`src/rtl/text_console_writer.sv`:
```
// rtl/text_console_writer.sv - character stream to 50x30 video memory writer
// Cursor tracking, control codes, and autonomous line/screen blanking.
module text_console_writer #(
    parameter int          COLS   = 50,
    parameter int          ROWS   = 30,
    parameter int          ADDR_W = 11,
    parameter logic [7:0]  BLANK  = 8'h20
) (
    input  logic              CLK_CPU,
    input  logic              reset,
    input  logic              char_valid,
    input  logic [7:0]        char_data,
    output logic              char_ready,
    input  logic              clear_req,
    output logic              busy,
    output logic [5:0]        cursor_col,
    output logic [4:0]        cursor_row,
    output logic              video_write_enable,
    output logic [7:0]        video_write_data,
    output logic [ADDR_W-1:0] video_write_addr
);

    localparam logic [1:0] IDLE       = 2'd0;
    localparam logic [1:0] CLR_SCREEN = 2'd1;
    localparam logic [1:0] CLR_LINE   = 2'd2;

    localparam logic [ADDR_W-1:0] SCREEN_LAST = ADDR_W'(COLS * ROWS - 1);
    localparam logic [ADDR_W-1:0] LINE_LAST   = ADDR_W'(COLS - 1);
    localparam logic [ADDR_W-1:0] COLS_A      = ADDR_W'(COLS);
    localparam logic [5:0]        COL_LAST    = 6'(COLS - 1);
    localparam logic [4:0]        ROW_LAST    = 5'(ROWS - 1);

    logic [1:0]        state_q, state_d;
    logic [ADDR_W-1:0] idx_q, idx_d;
    logic [ADDR_W-1:0] line_base_q, line_base_d;
    logic [5:0]        col_q, col_d;
    logic [4:0]        row_q, row_d;
    logic              we_q, we_d;
    logic [7:0]        wd_q, wd_d;
    logic [ADDR_W-1:0] wa_q, wa_d;
    logic              row_adv;

    always_comb begin
        state_d     = state_q;
        idx_d       = idx_q;
        line_base_d = line_base_q;
        col_d       = col_q;
        row_d       = row_q;
        we_d        = 1'b0;
        wd_d        = wd_q;
        wa_d        = wa_q;
        row_adv     = 1'b0;

        case (state_q)
            CLR_SCREEN: begin
                we_d = 1'b1;
                wd_d = BLANK;
                wa_d = idx_q;
                if (idx_q == SCREEN_LAST) begin
                    state_d     = IDLE;
                    idx_d       = '0;
                    col_d       = '0;
                    row_d       = '0;
                    line_base_d = '0;
                end else begin
                    idx_d = idx_q + 1'b1;
                end
            end
            CLR_LINE: begin
                we_d = 1'b1;
                wd_d = BLANK;
                wa_d = line_base_q + idx_q;
                if (idx_q == LINE_LAST) begin
                    state_d = IDLE;
                    idx_d   = '0;
                end else begin
                    idx_d = idx_q + 1'b1;
                end
            end
            IDLE: begin
                // A clear request leaves the pending byte untouched for later
                if (clear_req) begin
                    state_d = CLR_SCREEN;
                    idx_d   = '0;
                end else if (char_valid) begin
                    case (char_data)
                        8'h0A: begin
                            col_d   = '0;
                            row_adv = 1'b1;
                        end
                        8'h0D: col_d = '0;
                        8'h08: begin
                            if (col_q != '0) begin
                                col_d = col_q - 1'b1;
                                we_d  = 1'b1;
                                wd_d  = BLANK;
                                wa_d  = line_base_q + ADDR_W'(col_q - 1'b1);
                            end
                        end
                        8'h0C: begin
                            state_d = CLR_SCREEN;
                            idx_d   = '0;
                        end
                        default: begin
                            we_d = 1'b1;
                            wd_d = char_data;
                            wa_d = line_base_q + ADDR_W'(col_q);
                            if (col_q == COL_LAST) begin
                                col_d   = '0;
                                row_adv = 1'b1;
                            end else begin
                                col_d = col_q + 1'b1;
                            end
                        end
                    endcase
                end
                if (row_adv) begin
                    if (row_q == ROW_LAST) begin
                        row_d       = '0;
                        line_base_d = '0;
                    end else begin
                        row_d       = row_q + 1'b1;
                        line_base_d = line_base_q + COLS_A;
                    end
                    state_d = CLR_LINE;
                    idx_d   = '0;
                end
            end
            default: begin
                state_d = CLR_SCREEN;
                idx_d   = '0;
            end
        endcase
    end

    always_ff @(posedge CLK_CPU or negedge reset) begin
        if (!reset) begin
            state_q     <= CLR_SCREEN;
            idx_q       <= '0;
            line_base_q <= '0;
            col_q       <= '0;
            row_q       <= '0;
            we_q        <= 1'b0;
            wd_q        <= '0;
            wa_q        <= '0;
        end else begin
            state_q     <= state_d;
            idx_q       <= idx_d;
            line_base_q <= line_base_d;
            col_q       <= col_d;
            row_q       <= row_d;
            we_q        <= we_d;
            wd_q        <= wd_d;
            wa_q        <= wa_d;
        end
    end

    assign char_ready         = (state_q == IDLE) && !clear_req;
    assign busy               = (state_q == CLR_SCREEN);
    assign cursor_col         = col_q;
    assign cursor_row         = row_q;
    assign video_write_enable = we_q;
    assign video_write_data   = wd_q;
    assign video_write_addr   = wa_q;

endmodule

```
`config.mk`:
```
export PLATFORM = sky130hd
export DESIGN_NAME = text_console_writer
export DESIGN_NICKNAME = d
export VERILOG_FILES = /design/src/rtl/text_console_writer.sv
export SDC_FILE = /design/constraint.sdc
export NUM_CORES = 1
export LEC_CHECK = 0
export CORE_UTILIZATION = 40
export DETAILED_ROUTE_END_ITERATION = 16
export SYNTH_ARGS = -nofsm -noshare
export SYNTH_HDL_FRONTEND = slang
export SYNTH_SLANG_ARGS = --single-unit
export TNS_END_PERCENT = 5
```
`constraint.sdc`:
```
create_clock -name CLK_CPU -period 3.72 [get_ports CLK_CPU]
set_input_delay 0.744 -clock CLK_CPU [delete_from_list [all_inputs] [get_ports CLK_CPU]]
set_output_delay 0.744 -clock CLK_CPU [all_outputs]
set_load 0.05 [all_outputs]
```
==> results.yml <==
floorplanning:
  dieArea_um2: 10500
  start_util: 0.414
  pin_count: 45
  die_x_um: 103
  rows: 36
  die_h_um: 103
  fp.coreArea_um2: 9770
synth:
  synth_ff_type: "dfrtp_1"
  yosysSeqAreaShare: 0.334
  synth_compound_area_frac: 0.263
  yosys_warnings: 0
  syn_area_um2: 4050
  synth_top_family_by_area: "compound AO/OA/AOI/OAI gates"
  synth_edf_count: 0
  ys_seq_elements: 54
  syn-instance-count: 466
  syn_nets: 501
  synthAdderAreaFrac: 0.0711
  synth-simple-area-share: 0.212
  synth_mux_area_frac: 0.0371
  async_flop_share: 1.00
  synth.avg_cell_area_um2: 8.69
  synth-xor-area-share: 0.0216
  yosysUniqueCellTypes: 79
timing:
  tightestPinTransition_ns: 0.658
  setup_violations: 0
  period_share: 0.936
  hold_violations: 0
  rsz0062_at_grt: "false"
  maxSlewHeadroom: 0.555
  skew_ns: 0.0156
  timing.final.crit_period_ns: 3.48
  fmaxAchievable_mhz: 287
  setup_ws_ns: 0.237
  worst_hold_slack_ns: 0.450
  drv_slew: 0
clocking:
  post_cts_resized: 0
  cts_root_buf: "clkbuf_8"
  postCtsHoldBufs: 0
  cts_tree: "done"
  cts.reportedPaths.clkPinSlew_ns: 0.11
  clock_latency_ns: 0.31
  clock_sinks: 54
  cts_made_buffers: 5
  cts_max_path_buffers: 2
  cts_max_level: 2
  cts_setup_buffers: 0
critical_path:
  critPathKind: "in -> reg"
  cp.buffers_inverters: 3
  cp.required_ns: 3.92
  critPathSlowestCell: "clkdlybuf4s50_1"
  worst-path-stages: 13
  max_stage_delay_ns: 0.44
  arrival_ns: 3.69
  critPathTopFamily: "compound AO/OA/AOI/OAI gates"
  critical_path.max_fanout: 6
  start_kind: "primary input"
  crit_chain: "clkdlybuf4s50_1 > nor4_2 > nand2_2 > inv_2 > nand3_1 > a31oi_1 > ha_1 > a21oi_1 > o2111ai_1 > buf_4 > a21o_1 > a221oi_1 > o21ai_0"
  r2r_cells: 11
  cp-end-kind: "register"
layout:
  num_antenna_cells: 0
  final_common_cell: "dfrtp_1"
  area_growth_pct: 21.6
  final_cell_mix: "dfrtp_1, clkdlybuf4s50_1, o21ai_0, buf_4"
  drive_gt1_frac: 0.150
  fillers: 988
  fin_util: 0.504
  fin_nets: 567
grt:
  grt_start_max_net_pins: 29
  grt.overflow.total: 0
  grt_pass1_vias: 3618
  antenna_found_initial: 0
  gr-usage-all-layers: 0.229
  grt_pass1_wl_um: 18500
route:
  vias: 3830
  detailedRoute.firstPassIterationCount: 5
  ant_nets: 0
  via_per_inst: 5.75
  post-route-drc-count: 0
  post_drt_wl_per_cell_um: 17.5
  wirelength_um: 11600
  drtIter0Drc: 278
power_and_ir_drop:
  p_leak_nw: 2.11
  pwr_density_cell_nw_per_um2: 768
  ir_drop_mv: 0.414
placed_design:
  io_buffers: 44
  preCtsSetupSlack_ns: -0.0433
  routabilityCongestion: 0.889
  dpl.hpwl_um: 8830
outcome:
  status: "finished, final reports clean"
run:
  drv_cap: 0
hold_path:
  hold_path.class: "in -> async"
[through the flow]
step	TNS, ns	total power [mW]	instance area (um^2)	std cells
final	0	3.78	4920	666
after global routing	0	4.04	4920	666
after CTS	0	3.79	4920	666
after detailed placement	-0.0712	3.37	4810	658
after global placement	-0.00745	3.34	4810	658
after floorplan	0	2.53	4050	466
[worst reg2reg max path: stages, from the launching register on]
cell and delay (ns):
dfrtp_1 0.50, inv_1 0.15, ha_1 0.35, nand3_1 0.16, a31oi_1 0.19, ha_1 0.26, a21oi_1 0.22, o2111ai_1 0.27
buf_4 0.23, a21o_1 0.17, a221oi_1 0.23, o21ai_0 0.11
[routing by layer]
layer / routed length (um) / global-route usage / vias to the layer above
met5: 0 / 0 / -
met4: 121 / 0.0462 / 0
met3: 437 / 0.0292 / 10
met2: 5510 / 0.394 / 88
met1: 5560 / 0.308 / 1871
li1: - / - / 1861
[power breakdown]
part / leakage, nW / internal (mW) / switching (mW) / total (mW)
logic: 1.35 / 0.906 / 1.51 / 2.42
registers: 0.709 / 0.766 / 0.190 / 0.956
clock network: 0.0504 / 0.201 / 0.210 / 0.410
[cell type report]
cell class,count,area (um^2),area share
clock inverter,3,45.0,0.00915
multi-input combinational,356,2450,0.497
tap,133,166,0.0338
clock buffer,5,68.8,0.0140
timing repair buffer,82,718,0.146
inverter,33,124,0.0252
sequential,54,1350,0.275
[cell families after synthesis]
| kind of cell | after synthesis |
|---|---|
| buf+inv | 56 |
| mux | 14 |
| compound gates | 153 |
| flops | 54 |
| fa+ha+maj | 23 |
| xor+xnor | 10 |
| simple gates | 156 |
[synthesized netlist by cell type, types with 7 or more instances]
cell	number	area share
mux2_2	7	0.019
nand2_1	38	0.035
ha_1	23	0.071
clkbuf_1	12	0.011
nand4_1	9	0.014
a22oi_1	7	0.013
nand3_1	15	0.019
o21ai_0	39	0.048
a211oi_1	13	0.024
nor2_1	38	0.035
xnor2_1	8	0.017
dfrtp_1	53	0.33
o22ai_1	8	0.012
a31oi_1	7	0.011
inv_1	32	0.030
o2bb2ai_1	7	0.015
a21oi_1	18	0.022
[registers in the layout (all words and copies together), names as in the netlist]
name,flops
video_write_addr,11
state_q,2
line_base_q,10
video_write_data,8
cursor_col,6
video_write_enable,1
idx_q,11
cursor_row,5
[final timing paths]
kind                                     start             endpoint  slack [ns]
setup / recovery                  char_data[0]  video_write_addr[7]        0.24
hold / removal                           reset  video_write_data[4]        0.45
setup reg to reg                 cursor_col[1]  video_write_addr[7]        0.76
hold reg to reg            video_write_data[2]  video_write_data[2]        0.51
max in group asynchronous                reset        cursor_row[4]        2.43
min in group CLK_CPU       video_write_data[2]  video_write_data[2]        0.51
Note: power is estimated with default switching activity, not from simulation.
